File: src/rtl/serial_command_processor.sv
// Serial command processor: parses LENGTH/COMMAND packets from a UART byte stream
// and serves INFO, memory UPLOAD/DOWNLOAD and system-reset requests.
module serial_command_processor #(
    parameter int FORCE_RST_CYCLES = 16
) (
    input  logic        clk,
    input  logic        rst,
    input  logic [7:0]  RX,
    input  logic        RX_ready,
    output logic [7:0]  TX,
    output logic        start_TX,
    input  logic        TX_ready,
    output logic        writeToMemory,
    output logic        readFromMemory,
    output logic [31:0] memoryAddress,
    output logic [31:0] memoryWordOut,
    input  logic [31:0] memoryWordIn,
    output logic        force_rst
);
    localparam int RST_CNT_W = (FORCE_RST_CYCLES > 1) ? $clog2(FORCE_RST_CYCLES) : 1;
    localparam logic [RST_CNT_W-1:0] RST_CNT_LAST = RST_CNT_W'(FORCE_RST_CYCLES - 1);

    typedef enum logic [3:0] {
        IDLE, GET_LEN, GET_CMD, GET_START, GET_END, UP_WORD,
        DN_READ, DN_WAIT, DN_SAMPLE, TX_SEND, TX_WAIT_LOW, TX_WAIT_HIGH, RST_HOLD
    } state_t;

    state_t               state_reg;
    logic [1:0]           byte_cnt_reg;
    logic [23:0]          shift_reg;
    logic [31:0]          addr_reg;
    logic [31:0]          end_reg;
    logic [31:0]          word_reg;
    logic                 upload_reg;
    logic                 info_reg;
    logic [2:0]           tx_idx_reg;
    logic [RST_CNT_W-1:0] rst_cnt_reg;

    logic [31:0] rx_word;
    logic [31:0] next_addr;
    logic        rx_state;
    logic        word_done;
    logic        addr_done;
    logic        tx_last;
    logic [7:0]  tx_byte;

    // The LENGTH field is never needed, so it simply passes through shift_reg.
    assign rx_word   = {shift_reg, RX};
    assign next_addr = addr_reg + 32'd4;
    // A wrap past 0xFFFFFFFC ends the transfer just like reaching END.
    assign addr_done = (next_addr < addr_reg) || (next_addr >= end_reg);
    assign rx_state  = (state_reg == IDLE) || (state_reg == GET_LEN) || (state_reg == GET_CMD) ||
                       (state_reg == GET_START) || (state_reg == GET_END) || (state_reg == UP_WORD);
    assign word_done = rx_state && RX_ready && (byte_cnt_reg == 2'd3);
    assign tx_last   = info_reg ? (tx_idx_reg == 3'd6) : (tx_idx_reg == 3'd3);

    always_comb begin
        tx_byte = 8'h00;
        if (info_reg) begin
            case (tx_idx_reg)
                3'd0:    tx_byte = 8'h53;
                3'd1:    tx_byte = 8'h43;
                3'd2:    tx_byte = 8'h50;
                3'd3:    tx_byte = 8'h20;
                3'd4:    tx_byte = 8'h76;
                3'd5:    tx_byte = 8'h31;
                3'd6:    tx_byte = 8'h0A;
                default: tx_byte = 8'h00;
            endcase
        end else begin
            case (tx_idx_reg[1:0])
                2'd0:    tx_byte = word_reg[31:24];
                2'd1:    tx_byte = word_reg[23:16];
                2'd2:    tx_byte = word_reg[15:8];
                default: tx_byte = word_reg[7:0];
            endcase
        end
    end

    always_ff @(posedge clk or posedge rst) begin
        if (rst) begin
            state_reg      <= IDLE;
            byte_cnt_reg   <= 2'd0;
            shift_reg      <= 24'd0;
            addr_reg       <= 32'd0;
            end_reg        <= 32'd0;
            word_reg       <= 32'd0;
            upload_reg     <= 1'b0;
            info_reg       <= 1'b0;
            tx_idx_reg     <= 3'd0;
            rst_cnt_reg    <= '0;
            TX             <= 8'd0;
            start_TX       <= 1'b0;
            writeToMemory  <= 1'b0;
            readFromMemory <= 1'b0;
            memoryAddress  <= 32'd0;
            memoryWordOut  <= 32'd0;
            force_rst      <= 1'b0;
        end else begin
            start_TX       <= 1'b0;
            writeToMemory  <= 1'b0;
            readFromMemory <= 1'b0;
            if (rx_state && RX_ready) begin
                shift_reg    <= rx_word[23:0];
                byte_cnt_reg <= byte_cnt_reg + 2'd1;
            end
            case (state_reg)
                IDLE: if (RX_ready) state_reg <= GET_LEN;
                GET_LEN: if (word_done) state_reg <= GET_CMD;
                GET_CMD: if (word_done) begin
                    tx_idx_reg <= 3'd0;
                    upload_reg <= (rx_word == 32'd2);
                    case (rx_word)
                        32'd1: begin
                            info_reg  <= 1'b1;
                            state_reg <= TX_SEND;
                        end
                        32'd2, 32'd3: state_reg <= GET_START;
                        32'd4: begin
                            force_rst   <= 1'b1;
                            rst_cnt_reg <= '0;
                            state_reg   <= RST_HOLD;
                        end
                        default: state_reg <= IDLE;
                    endcase
                end
                GET_START: if (word_done) begin
                    addr_reg  <= rx_word;
                    state_reg <= GET_END;
                end
                GET_END: if (word_done) begin
                    end_reg <= rx_word;
                    if (addr_reg >= rx_word) begin
                        state_reg <= IDLE;
                    end else if (upload_reg) begin
                        state_reg <= UP_WORD;
                    end else begin
                        info_reg  <= 1'b0;
                        state_reg <= DN_READ;
                    end
                end
                UP_WORD: if (word_done) begin
                    writeToMemory <= 1'b1;
                    memoryAddress <= addr_reg;
                    memoryWordOut <= rx_word;
                    addr_reg      <= next_addr;
                    if (addr_done) state_reg <= IDLE;
                end
                DN_READ: begin
                    memoryAddress  <= addr_reg;
                    readFromMemory <= 1'b1;
                    state_reg      <= DN_WAIT;
                end
                // One spare cycle covers the synchronous RAM read latency.
                DN_WAIT: state_reg <= DN_SAMPLE;
                DN_SAMPLE: begin
                    word_reg   <= memoryWordIn;
                    tx_idx_reg <= 3'd0;
                    state_reg  <= TX_SEND;
                end
                TX_SEND: if (TX_ready) begin
                    TX        <= tx_byte;
                    start_TX  <= 1'b1;
                    state_reg <= TX_WAIT_LOW;
                end
                TX_WAIT_LOW: if (!TX_ready) state_reg <= TX_WAIT_HIGH;
                TX_WAIT_HIGH: if (TX_ready) begin
                    if (!tx_last) begin
                        tx_idx_reg <= tx_idx_reg + 3'd1;
                        state_reg  <= TX_SEND;
                    end else if (info_reg || addr_done) begin
                        state_reg <= IDLE;
                    end else begin
                        addr_reg  <= next_addr;
                        state_reg <= DN_READ;
                    end
                end
                RST_HOLD: begin
                    rst_cnt_reg <= rst_cnt_reg + RST_CNT_W'(1);
                    if (rst_cnt_reg == RST_CNT_LAST) begin
                        force_rst <= 1'b0;
                        state_reg <= IDLE;
                    end
                end
                default: state_reg <= IDLE;
            endcase
        end
    end
endmodule

File: config.mk
export PLATFORM = sky130hd
export DESIGN_NAME = serial_command_processor
export DESIGN_NICKNAME = d
export VERILOG_FILES = /design/src/rtl/serial_command_processor.sv
export SDC_FILE = /design/constraint.sdc
export NUM_CORES = 1
export LEC_CHECK = 0
export CAP_MARGIN = 30
export CELL_PAD_IN_SITES_DETAIL_PLACEMENT = 0
export CELL_PAD_IN_SITES_GLOBAL_PLACEMENT = 2
export CORE_MARGIN = 5
export CORE_UTILIZATION = 33
export CTS_CLUSTER_DIAMETER = 120
export DETAILED_ROUTE_END_ITERATION = 7
export GPL_TIMING_DRIVEN = 1
export PLACE_DENSITY = 0.76
export SLEW_MARGIN = 20
export SYNTH_ARGS = -nofsm -noshare
export SYNTH_HDL_FRONTEND = slang
export SYNTH_SLANG_ARGS = --single-unit
File: constraint.sdc
create_clock -name clk -period 6.8 [get_ports clk]
set_input_delay 0.68 -clock clk [delete_from_list [all_inputs] [get_ports clk]]
set_output_delay 0.68 -clock clk [all_outputs]
set_load 0.03 [all_outputs]
==> results.cfg <==
[global_routing]
overflow = 0
grt_max_degree = 92
grt_util_all_layers = 0.178
grt_pass1_vias = 9370
grt_pass1_wl_um = 55400
antenna_found_initial = 0

[critical_path]
crit_type = reg2reg
worst_path_largest_cell_delay_ps = 660
cp_num_buf_inv = 0
crit_cells = 17
critPathCaptureType = register
cp_slowest_cell = or2_2
crit_chain = ha_1 > and3_1 > nand2_1 > nor3_1 > nand4_1 > nor3_1 > and3_1 > ha_1 > xnor2_1 > or4_4 > a2111oi_2 > a22oi_1 > nand4_1 > a211oi_2 > o31a_4 > or2_2 > mux2_4
path_max_fanout = 30
cp_data_arrival_time_ps = 6120
crit_required_ps = 7220
rr_worst_depth = 17
critPathLaunchType = register
cpLargestDelayFamily = simple AND/OR/NAND/NOR gates
r2r_slack_ps = 1100

[routing]
drc = 0
wl_per_cell_um = 19.9
first_iter_violations = 629
dr.pass1.iters = 5
vias = 9217
ant_nets = 0
wirelength_um = 35100
routed_via_density = 5.21

[synthesis]
yosysTopAreaCellShare = 0.449
synth_area_leaders = dfrtp_1, mux2_2, ha_1
syn-num-nets = 1315
synth_warnings = 0
syn_area_um2 = 11800
yosysUniqueCellTypes = 71
async_flop_share = 1.00
yosysSeqAreaShare = 0.449
synth_seq_cells = 211
syn_inst = 1184
synth_flop_cell = dfrtp_1
synth.largest_area_cell = dfrtp_1
synth_edf_count = 0
syn_avg_cell_area_um2 = 9.93

[floorplan]
io_pins = 120
fp-row-count = 69
dieArea_um2 = 39500
core_area_um2 = 35400
initial_core_util = 0.332
die_y_um = 199
chipWidth_um = 199

[pwr]
p_int_mw = 3.98
pwr-share-comb = 0.437
powerDensity_nw_per_um2 = 475
pwr-share-seq = 0.351
vdd_drop_max_mv = 0.199
p_total_mw = 6.80
power.leakage_nw = 6.50
clockPowerShare = 0.211
switchingPower_mw = 2.82
sw_frac_of_total = 0.414

[place]
placed_cell_area_um2 = 13400
placed_cells = 1721
gp_congestion = 0.856
io_buffers = 119
hpwl_um = 25100

[clock_tree]
path_clk_slew_ps = 60
cts.sinks = 211
h-tree-depth = 1
cts_buffers = 26
clk_path_buf_depth = 3
clk_latency_ps = 550
cts_tree = yes
post_cts_buffers = 0
root_buffer = clkbuf_16
hold_buffers = 0
cts.repair.resized = 0

[final_layout]
nFillCells = 3522
synthToLayoutAreaGrowth_pct = 21.8
final_layout_size_suffix_gt1_frac = 0.138
diodes = 0
final_cells = 1770
fin_nets = 1420
stdcell_area_um2 = 14300

[sta]
rsz0062_at_grt = no
setup_viol = 0
period_share = 0.839
slew_headroom = 0.386
fin_setup_tns_ps = 0
hold_viol_final = 0
tightest_slew_ps = 898
drv_slew = 0
layout_min_cycle_time_ps = 5700
finClkSkew_ps = 18.7
max_freq_ghz = 0.175
whs_ps = 486

[min_path]
hp-class = reg2reg
hold_depth = 1

[run_status]
status = finished clean

[flow_run]
maxCapViolCount = 0
## logic make-up (layout without fill, tap and decap cells)
logic type                 Yosys count  in the layout  share of synthesized area
AOI/OAI and AO/OA                  263            263                      0.136
and+or+nand+nor                    308            308                      0.130
adders and majority gates           87             87                     0.0926
muxes                              128            128                      0.121
xor gates and xnor gates            23             23                     0.0171
DFF                                211            211                      0.449
buffers and inverters              164            289                     0.0546
## cell usage in the layout, fill, tap and decap left out, types with 26 or more instances in the layout
| cell type | netlist | layout |
|---|---|---|
| inv_1 | 111 | 110 |
| ha_1 | 87 | 87 |
| a21oi_1 | 62 | 62 |
| mux2_2 | 104 | 104 |
| nor2_1 | 78 | 78 |
| clkdlybuf4s50_1 | 0 | 119 |
| dfrtp_1 | 211 | 211 |
| nand2_1 | 103 | 103 |
| o21ai_0 | 118 | 118 |
| clkbuf_16 | 0 | 26 |
## metrics by stage
step,utilization,setup slack (ps)
6_report,0.404,1100
5_1_grt,0.404,776
4_1_cts,0.404,1090
3_5_place_dp,0.378,1100
3_3_place_gp,0.378,1200
2_1_floorplan,-,354
## path summary, 6_finish.rpt
check | end | from
worst max register to register | addr_reg[15] | addr_reg[2]
worst min register to register | byte_cnt_reg[0] | byte_cnt_reg[0]
worst min-delay path | byte_cnt_reg[0] | byte_cnt_reg[0]
min in group asynchronous | memoryWordOut[24] | rst
max in group asynchronous | addr_reg[29] | rst
worst max-delay path | addr_reg[15] | addr_reg[2]
## cells in the mapped netlist, drive strengths merged, types with 2 or more instances
cell and count:
nor4 15, xor2 9, nor3 12, inv 111, a211oi 7, a311oi 2
xnor2 14, dfrtp 211, and2 5, a21oi 62, mux2i 23, nand3 18
o31a 2, a22oi 2, or2 5, or4 4, a2111oi 9, and4 5
o21ai 119, nand2b 10, or3 3, and3 11, nor2b 9, buf 9
a222oi 8, o31ai 6, mux2 105, o311ai 3, ha 87, a21o 14
a31oi 8, clkbuf 43, nand4b 2, o211ai 2, nand4 24, a41o 2
nand2 103, nor2 78, o21a 5, a211o 2
## metal layers
layer  up-vias  part of all wire  GRT usage
met5         -                 0          0
met4         0             0.019     0.0413
met3        57             0.051     0.0288
met2       221              0.46      0.283
met1      4536              0.47      0.256
li1       4403                 -          -
## final cells by class
type | count | area, um2 | area share
Timing Repair Buffer | 129 | 1280 | 0.0893
Multi-Input combinational cell | 809 | 5850 | 0.408
Inverter | 112 | 428 | 0.0299
Clock buffer | 39 | 790 | 0.0552
Clock inverter | 9 | 115 | 0.00804
Tap cell | 461 | 577 | 0.0403
Sequential cell | 211 | 5280 | 0.369
## worst register-to-register path, stage by stage, from the launching register on
cell       delay, ps
dfrtp_1          550
ha_1             240
and3_1           230
nand2_1          130
nor3_1           460
nand4_1          260
nor3_1           250
and3_1           190
ha_1             260
xnor2_1          180
or4_4            570
a2111oi_2        360
a22oi_1          140
nand4_1          120
a211oi_2          70
o31a_4           470
or2_2            660
mux2_4           430
## power by group through the flow
stage | clock network (mW) | logic, mW | registers (mW)
CTS | 1.48 | 2.99 | 2.40
global route | 1.53 | 3.32 | 2.47
global placement | 0 | 2.95 | 2.40
detailed placement | 0 | 2.97 | 2.42
finish | 1.44 | 2.97 | 2.39
floorplan | 0 | 1.81 | 2.46
Note: power is estimated with default switching activity, not from simulation.
